$ cat src/rtl/apb_slave_bank_if.sv
// APB slave-side bus bundle between the AHB-to-APB bridge and apb_slave_bank.
// Latency: none, wires only.
// Backpressure: none; APB here runs zero-wait-state with no PREADY.
//
// Signals:
//   Pselx   [2:0]  one-hot slave select, bit i selects bank i
//   Penable        ACCESS-phase strobe
//   Pwrite         1 = write, 0 = read
//   Paddr   [31:0] byte address
//   Pwdata  [31:0] write data
//   Prdata  [31:0] registered read data returned by the slave
interface apb_slave_bank_if;
    logic [2:0]  Pselx;
    logic        Penable;
    logic        Pwrite;
    logic [31:0] Paddr;
    logic [31:0] Pwdata;
    logic [31:0] Prdata;

    modport master (
        output Pselx,
        output Penable,
        output Pwrite,
        output Paddr,
        output Pwdata,
        input  Prdata
    );

    modport slave (
        input  Pselx,
        input  Penable,
        input  Pwrite,
        input  Paddr,
        input  Pwdata,
        output Prdata
    );
endinterface

$ cat src/rtl/apb_slave_bank.sv
// Three 32-bit register banks behind APB, with SETUP/ACCESS protocol checking.
// Latency: Prdata registered on the edge ending SETUP, stable through ACCESS.
// Backpressure: none; zero wait states, violations are flagged and counted.
//
// Ports:
//   clk            rising-edge clock
//   rst            asynchronous active-low reset
//   bus            APB slave modport (Pselx, Penable, Pwrite, Paddr, Pwdata, Prdata)
//   err_clr        synchronous pulse, clears prot_err and err_count
//   prot_err       sticky protocol-violation flag
//   err_count[7:0] saturating violation count
//   xfer_count[15:0] wrapping count of committed transfers
module apb_slave_bank #(
    parameter int DEPTH = 16
) (
    input  logic                    clk,
    input  logic                    rst,
    apb_slave_bank_if.slave         bus,
    input  logic                    err_clr,
    output logic                    prot_err,
    output logic [7:0]              err_count,
    output logic [15:0]             xfer_count
);

    localparam int AW = $clog2(DEPTH);

    typedef enum logic [1:0] {
        ST_IDLE   = 2'd0,
        ST_SETUP  = 2'd1,
        ST_ACCESS = 2'd2
    } state_t;

    state_t state_q, state_d;

    // Transfer attributes captured in SETUP; ACCESS must present the same values.
    logic [2:0]    s_sel_q;
    logic [1:0]    s_bank_q;
    logic [AW-1:0] s_idx_q;
    logic          s_wr_q;
    logic [31:0]   s_wdata_q;

    logic [31:0]   prdata_q;
    logic [31:0]   mem [3][DEPTH];

    logic [AW-1:0] idx;
    logic          sel_ok;
    logic [1:0]    sel_bank;
    logic          setup_req;
    logic          access_match;
    logic          enter_setup;
    logic          commit;
    logic          viol;

    // Region decode is done upstream; only the word index matters here.
    assign idx = bus.Paddr[AW+1:2];

    logic unused_addr_bits;
    assign unused_addr_bits = ^{bus.Paddr[31:AW+2], bus.Paddr[1:0]};

    assign sel_ok = (bus.Pselx == 3'b001) || (bus.Pselx == 3'b010) ||
                    (bus.Pselx == 3'b100);

    always_comb begin
        sel_bank = 2'd0;
        case (bus.Pselx)
            3'b010:  sel_bank = 2'd1;
            3'b100:  sel_bank = 2'd2;
            default: sel_bank = 2'd0;
        endcase
    end

    assign setup_req = sel_ok && !bus.Penable;

    // Write data only has to be held when the transfer is a write.
    assign access_match = bus.Penable &&
                          (bus.Pselx == s_sel_q) &&
                          (idx == s_idx_q) &&
                          (bus.Pwrite == s_wr_q) &&
                          (!s_wr_q || (bus.Pwdata == s_wdata_q));

    always_comb begin
        state_d     = state_q;
        enter_setup = 1'b0;
        commit      = 1'b0;
        viol        = 1'b0;
        case (state_q)
            ST_IDLE: begin
                if (bus.Pselx == 3'b000) begin
                    state_d = ST_IDLE;
                end else if (setup_req) begin
                    state_d     = ST_SETUP;
                    enter_setup = 1'b1;
                end else begin
                    viol = 1'b1;
                end
            end
            ST_SETUP: begin
                if (access_match) begin
                    state_d = ST_ACCESS;
                    commit  = 1'b1;
                end else begin
                    // A broken ACCESS that is itself a clean SETUP restarts the transfer.
                    viol = 1'b1;
                    if (setup_req) begin
                        state_d     = ST_SETUP;
                        enter_setup = 1'b1;
                    end else begin
                        state_d = ST_IDLE;
                    end
                end
            end
            ST_ACCESS: begin
                if (bus.Pselx == 3'b000 && !bus.Penable) begin
                    state_d = ST_IDLE;
                end else if (setup_req) begin
                    state_d     = ST_SETUP;
                    enter_setup = 1'b1;
                end else begin
                    viol    = 1'b1;
                    state_d = ST_IDLE;
                end
            end
            default: begin
                state_d = ST_IDLE;
            end
        endcase
    end

    always_ff @(posedge clk or negedge rst) begin
        if (!rst) begin
            state_q <= ST_IDLE;
        end else begin
            state_q <= state_d;
        end
    end

    always_ff @(posedge clk or negedge rst) begin
        if (!rst) begin
            s_sel_q   <= 3'b000;
            s_bank_q  <= 2'd0;
            s_idx_q   <= '0;
            s_wr_q    <= 1'b0;
            s_wdata_q <= 32'h0;
        end else if (enter_setup) begin
            s_sel_q   <= bus.Pselx;
            s_bank_q  <= sel_bank;
            s_idx_q   <= idx;
            s_wr_q    <= bus.Pwrite;
            s_wdata_q <= bus.Pwdata;
        end
    end

    // Read data is fetched at SETUP so it is already stable for the whole ACCESS cycle.
    always_ff @(posedge clk or negedge rst) begin
        if (!rst) begin
            prdata_q <= 32'h0;
        end else if (enter_setup && !bus.Pwrite) begin
            prdata_q <= mem[sel_bank][idx];
        end
    end

    assign bus.Prdata = prdata_q;

    // Writes land on the commit edge, so a read SETUP in the very next cycle sees them.
    always_ff @(posedge clk or negedge rst) begin
        if (!rst) begin
            for (int b = 0; b < 3; b++) begin
                for (int w = 0; w < DEPTH; w++) begin
                    mem[b][w] <= 32'h0;
                end
            end
        end else if (commit && s_wr_q) begin
            mem[s_bank_q][s_idx_q] <= s_wdata_q;
        end
    end

    always_ff @(posedge clk or negedge rst) begin
        if (!rst) begin
            xfer_count <= 16'h0;
        end else if (commit) begin
            xfer_count <= xfer_count + 16'h1;
        end
    end

    // Clear wins over a violation in the same cycle.
    always_ff @(posedge clk or negedge rst) begin
        if (!rst) begin
            prot_err  <= 1'b0;
            err_count <= 8'h0;
        end else if (err_clr) begin
            prot_err  <= 1'b0;
            err_count <= 8'h0;
        end else if (viol) begin
            prot_err <= 1'b1;
            if (err_count != 8'hFF) begin
                err_count <= err_count + 8'h1;
            end
        end
    end

endmodule

$ cat src/flat_wrapper.sv
// flat-port wrapper written by rule: the top's interface ports become plain ports
module apb_slave_bank_flat 
#(
    parameter int DEPTH = 16
)
  (clk, rst, err_clr, prot_err, err_count, xfer_count, bus_Pselx, bus_Penable, bus_Pwrite, bus_Paddr, bus_Pwdata, bus_Prdata);
  apb_slave_bank_if bus_i ();
  input  logic clk;
  input  logic rst;
  input  logic err_clr;
  output logic prot_err;
  output logic [7:0] err_count;
  output logic [15:0] xfer_count;
  input wire logic [$bits(bus_i.Pselx)-1:0] bus_Pselx;
  input wire logic [$bits(bus_i.Penable)-1:0] bus_Penable;
  input wire logic [$bits(bus_i.Pwrite)-1:0] bus_Pwrite;
  input wire logic [$bits(bus_i.Paddr)-1:0] bus_Paddr;
  input wire logic [$bits(bus_i.Pwdata)-1:0] bus_Pwdata;
  output wire logic [$bits(bus_i.Prdata)-1:0] bus_Prdata;
  assign bus_i.Pselx = bus_Pselx;
  assign bus_i.Penable = bus_Penable;
  assign bus_i.Pwrite = bus_Pwrite;
  assign bus_i.Paddr = bus_Paddr;
  assign bus_i.Pwdata = bus_Pwdata;
  assign bus_Prdata = bus_i.Prdata;
  apb_slave_bank #(.DEPTH(DEPTH)) u_core (.clk(clk), .rst(rst), .bus(bus_i), .err_clr(err_clr), .prot_err(prot_err), .err_count(err_count), .xfer_count(xfer_count));
endmodule
$ cat config.mk
export PLATFORM = sky130hd
export DESIGN_NAME = apb_slave_bank_flat
export DESIGN_NICKNAME = d
export VERILOG_FILES = /design/src/rtl/apb_slave_bank_if.sv /design/src/rtl/apb_slave_bank.sv /design/src/flat_wrapper.sv
export SDC_FILE = /design/constraint.sdc
export NUM_CORES = 2
export LEC_CHECK = 0
export ABC_AREA = 1
export CAP_MARGIN = 40
export CORE_MARGIN = 3
export CORE_UTILIZATION = 40
export CTS_BUF_LIST = sky130_fd_sc_hd__clkbuf_8
export CTS_CLUSTER_SIZE = 28
export DETAILED_ROUTE_END_ITERATION = 8
export PLACE_DENSITY = 0.53
export SYNTH_ARGS = -nofsm -noshare
export SYNTH_HDL_FRONTEND = slang
export SYNTH_SLANG_ARGS = --single-unit
$ cat constraint.sdc
create_clock -name clk -period 2.56 [get_ports clk]
set_input_delay 0.256 -clock clk [delete_from_list [all_inputs] [get_ports clk]]
set_output_delay 0.256 -clock clk [all_outputs]
set_load 0.02 [all_outputs]
# Yosys cells after proc, flatten, opt, wreduce, memory -nomap -nowiden
# Index checks and enable logic that the tools add are counted.
# op_classes
mux	35
bitwise_logic	4
order_cmp	6
n_reduce_logical	21
add_sub_neg	2
eq_ne	11
# ops
cell	n
1536-bit bitwise mux	1
512-bit two-way mux	3
512-bit binary-select mux with 2-bit select	1
512-bit demux with 2-bit select	1
32-bit binary-select mux with 4-bit select	1
32-bit demux with 4-bit select	1
32-bit two-way mux	3
32-bit == test	1
8-bit two-way mux	3
16-bit by 1-bit adder with 16-bit output (second input constant)	1
1-bit two-way mux	13
5-bit >= comparator (second input constant)	2
1-bit logical AND	10
4-bit NOT with 5-bit output	2
8-bit by 1-bit adder with 8-bit output (second input constant)	1
2-bit two-way mux	4
8-bit inequality test (second input constant)	1
3-bit >= comparator (second input constant)	2
2-bit NOT with 3-bit output	2
1-bit case mux with 3 select lines	2
2-bit case mux with 3 select lines	1
5-bit by 1-bit < comparator with 1-bit output (second input constant)	1
4-bit == test	1
2-bit case mux with 2 select lines	1
other kinds (15)	20
# totals
input_bits	72
out_inout_bits	57
register_bits	1637
wordCells	137

# Depth between registers and ports, before layout
# depth
word_depth	9
depth_mapped	18

# Worst setup path before layout
# No wires, ideal clock.
# synth_path
path_kind	register to register
from	register u_core.s_wdata_q[4]
to	register u_core.mem[512] (netlist name)
setup_ps	121
slack_ps	541
t_required_ps	2439
arrival_ps	1898
period_less_slack_ps	2019
path_stages_with_launch	16
cell_sequence	dfrtp_1 -> buf_2 -> xnor2_1 -> nand2_1 -> nor2_1 -> nand2_1 -> nor2_1 -> nand2_1 -> nand2_1 -> nand4_1 -> buf_6 -> buf_6 -> buf_6 -> buf_6 -> o21ai_1 -> nand2_1
# synth_between
elab_chain_len	6
# synth_rtl
element	line_no	text
start: declaration	apb_slave_bank.sv:40	logic [31:0] s_wdata_q;
start signal: assignment	apb_slave_bank.sv:149	s_wdata_q <= bus.Pwdata;
32-bit == test	apb_slave_bank.sv:79	(!s_wr_q || (bus.Pwdata == s_wdata_q));
1-bit logical OR	apb_slave_bank.sv:79	
1-bit logical AND	apb_slave_bank.sv:78	(bus.Pwrite == s_wr_q) &&
1-bit two-way mux	apb_slave_bank.sv:98	if (access_match) begin
1-bit two-way mux	apb_slave_bank.sv:86	case (state_q)
1-bit logical AND	apb_slave_bank.sv:172	end else if (commit && s_wr_q) begin
end signal: indexed assignment	apb_slave_bank.sv:173	mem[s_bank_q][s_idx_q] <= s_wdata_q;
end: declaration	apb_slave_bank.sv:43	logic [31:0] mem [3][DEPTH];
# No other way between the ends.
# A chain may end at the register's enable or synchronous reset.

# Worst setup path after layout
# layout_path
from	register u_core.s_wdata_q[22]
to	register u_core.mem[563] (netlist name)
# Same word-level chain as after synthesis.

==> flow_summary.json <==
{
  "power_frac_seq_pct": 44.4,
  "drcViolationCount": 0,
  "clockPowerShare_pct": 41.4,
  "drt_iter0_drc": 8759,
  "dieWidth_um": 455,
  "violations": "negative setup slack",
  "rsz0062_at_grt": "yes",
  "cp_max_fo": 8,
  "setup_ws_ns": -0.0866,
  "final_common_cell": "nand2_1",
  "grt_use_total_pct": 30.2,
  "coreArea_sq_um": 200000,
  "period_share_pct": 103,
  "routed_wl_um": 333000,
  "synth_fp_nets": 10500,
  "leakage_nw": 49.9,
  "ir_drop_mv": 0.579,
  "yosysWarnings": 0,
  "syn_avg_cell_area_sq_um": 7.72,
  "cts_tree": "yes",
  "dr.pass1.iters": 6,
  "layout-drive-gt1-share_pct": 13.5,
  "grt_max_degree": 137,
  "cp_data_arrival_time_ns": 3.61,
  "dp_hpwl_um": 208000,
  "gp_congestion": 0.908,
  "multi_input_area_sq_um": 32800,
  "status": "finished with violations",
  "maxCapViolations": 0,
  "p_sw_mw": 18.3,
  "die_h_um": 455,
  "grt_pass1_vias": 71700,
  "max_stage_delay_ns": 0.41,
  "syn_area_sq_um": 80800,
  "p_per_area_nw_per_um2": 612,
  "routed-via-count": 75700,
  "insertion_delay_ns": 1.07,
  "io_buffers": 100,
  "switching_share_pct": 30.5,
  "slew_headroom_pct": 35.1,
  "layout_common_cells": "nand2_1 (3562), dfrtp_1 (1598), o21ai_0 (1263)",
  "worstSetupPathType": "flip-flop to flip-flop",
  "ant_nets": 0,
  "die-area_sq_um": 207000,
  "synth_top_cell_by_area": "dfrtp_1",
  "post_drt_via_cell_ratio": 5.52,
  "startpoint_type": "flip-flop",
  "cts_buffers": 316,
  "register_area_sq_um": 41000,
  "hold_viol_final": 0,
  "slew_viol_final": 0,
  "min_period_ns": 2.65,
  "grt-ovfl-total": 0,
  "clockRootBuffer": "clkbuf_8",
  "fin_cells": 13700,
  "finalSetupViolations": 114,
  "h-tree-depth": 5,
  "clock_skew_ns": 0.0751,
  "final_nets": 10900,
  "fillers": 19500,
  "yosysTopAreaCellShare_pct": 50.7,
  "dp_cells": 13000,
  "utilization_pct": 48.9,
  "synth_cells": 10500,
  "p_int_mw": 41.6,
  "grt_pass1_wl_um": 477000,
  "crit_top_cell": "nand2_1",
  "cts_buffer_depth": 4,
  "wl_per_cell_um": 24.3,
  "clk_pin_slew_ns": 0.06,
  "path_cells": "xnor2_1 -> nand2_1 -> nor2_1 -> nand2_1 -> nor2_2 -> nand2_2 -> nand2_2 -> nand4_1 -> buf_4 -> buf_12 -> buf_16 -> buf_12 -> nor2_4 -> buf_12 -> clkbuf_16 -> nand2_1 -> nand2_1",
  "antenna_found_initial": 14,
  "finalPower_mw": 59.9,
  "yosys-top-cells-area": "dfrtp_1 (51%), nand2_1 (17%), o21ai_0 (8.3%)",
  "fmax_mhz": 378,
  "combPwrFrac_pct": 14.2,
  "start_util_pct": 40.3,
  "endpoint_kind": "flip-flop",
  "ys_types": 35,
  "rows": 164,
  "hold_path.class": "input port to flip-flop",
  "worst-endpoint-required_ns": 3.52,
  "ys_seq_elements": 1637,
  "syn2layout_area_growth_pct": 21.2,
  "tightest_slew_ns": 0.974,
  "io_pins": 129,
  "numClockSinks": 1637,
  "cp_slowest_cell": "dfrtp_2",
  "synth-seq-area-share_pct": 50.7
}
cell usage after synthesis:
cell / n
nand2_1: 3644
xor2_1: 17
inv_1: 735
xnor2_1: 29
o22ai_1: 11
buf_4: 51
buf_2: 277
o21bai_1: 4
nor2_8: 11
ha_1: 2
nor4_1: 4
o21ai_0: 1335
buf_6: 104
nor2_4: 28
nor2_1: 168
nor3_1: 11
clkbuf_1: 436
o211ai_1: 205
o21ai_1: 827
a21o_1: 4
buf_1: 60
or2_2: 1
nor3b_1: 2
dfrtp_1: 1637
a31oi_1: 5
o31ai_1: 13
a21oi_1: 391
nor2_2: 9
or2_1: 1
nand3b_1: 1
nand3_1: 428
inv_2: 6
nand4_1: 9
a211oi_1: 2
nor3_2: 1
per-stage QoR:
stage               hold WS (ns)  setup WS (ns)  cell area [sq um]  setup TNS, ns
floorplan                -0.0396          0.541              80800              0
global placement           0.172         -0.687              88300        -434.04
detailed placement         0.172         -0.579              88700        -471.43
CTS                       0.0117        -0.0523              95300         -0.551
global route              0.0854         -0.219              97900         -58.44
finish                     0.111        -0.0866              97900          -3.11
registers in the layout (all words and copies together) (netlist names):
signal	count
u_core.bus.Prdata	32
u_core.err_count	8
u_core.mem	1536
u_core.prot_err	1
u_core.s_bank_q	2
u_core.s_idx_q	4
u_core.s_sel_q	3
u_core.s_wdata_q	32
u_core.s_wr_q	1
u_core.state_q	2
u_core.xfer_count	16
logic make-up (layout without fill, tap and decap cells):
family	count (synthesis)	after routing	synth area share (%)
and+or+nand+nor	4318	4318	21.3
AOI/OAI and AO/OA	2797	2797	18.1
buffers and inverters	1669	2254	9.39
DFF	1637	1637	50.7
xor gates and xnor gates	46	46	0.499
adders and majority gates	2	2	0.0310
other	0	9	0
what timing repair did:
item | CTS | global route
buffers inserted | 13 | 44
hold buffers | 40 | 0
endpoints found under the hold margin | 1679 | 0
pin swaps | 12 | 88
gates cloned | 8 | 70
gates resized for setup | 37 | 269
endpoints found under the setup margin | 449 | 1530
power groups by stage:
stage / combinational (mW) / sequential (mW) / clock [mW]
floorplan: 3.25 / 26.9 / 0
global placement: 7.97 / 27.0 / 0
detailed placement: 8.28 / 27.0 / 0
CTS: 8.34 / 26.6 / 25.2
global route: 8.90 / 26.6 / 26.4
finish: 8.51 / 26.6 / 24.8
worst max-delay path: cells and delay by family, from the launching register on:
family                 cells  cell delay, ns
AND/OR/NAND/NOR           10            1.01
XOR/XNOR                   1            0.15
flip-flops                 1            0.41
buffers and inverters      6            0.97
path summary, 6_finish.rpt:
kind                                      start              endpoint  slack [ns]  cells after the start
max                        u_core.s_wdata_q[22]       u_core.mem[563]       -0.09                     17
min                                bus_Paddr[5]  u_core.bus.Prdata[9]        0.11                      6
max reg2reg                u_core.s_wdata_q[22]       u_core.mem[563]       -0.09                     17
min reg2reg                     u_core.mem[424]       u_core.mem[424]        0.47                      2
max in group asynchronous                   rst  u_core.bus.Prdata[8]        1.10                      4
min in group asynchronous                   rst       u_core.mem[477]        0.52                      4
final cells by class:
| cell class | instances | share of cell area, % |
|---|---|---|
| clock inverter | 139 | 0.648 |
| tap | 2656 | 3.39 |
| inverter | 741 | 2.87 |
| sequential | 1637 | 41.9 |
| timing repair buffer | 1003 | 12.5 |
| clock buffer | 371 | 5.22 |
| multi-input combinational | 7163 | 33.5 |
| antenna | 9 | 0.0230 |
metal layers:
metal / routed length (um) / global-route usage, % / vias up
met5: 57 / 0 / -
met4: 17700 / 14.5 / 8
met3: 28500 / 5.71 / 736
met2: 146000 / 46.1 / 3573
met1: 141000 / 41.5 / 36800
li1: - / - / 34500
Power figures use the tool's default switching activity.
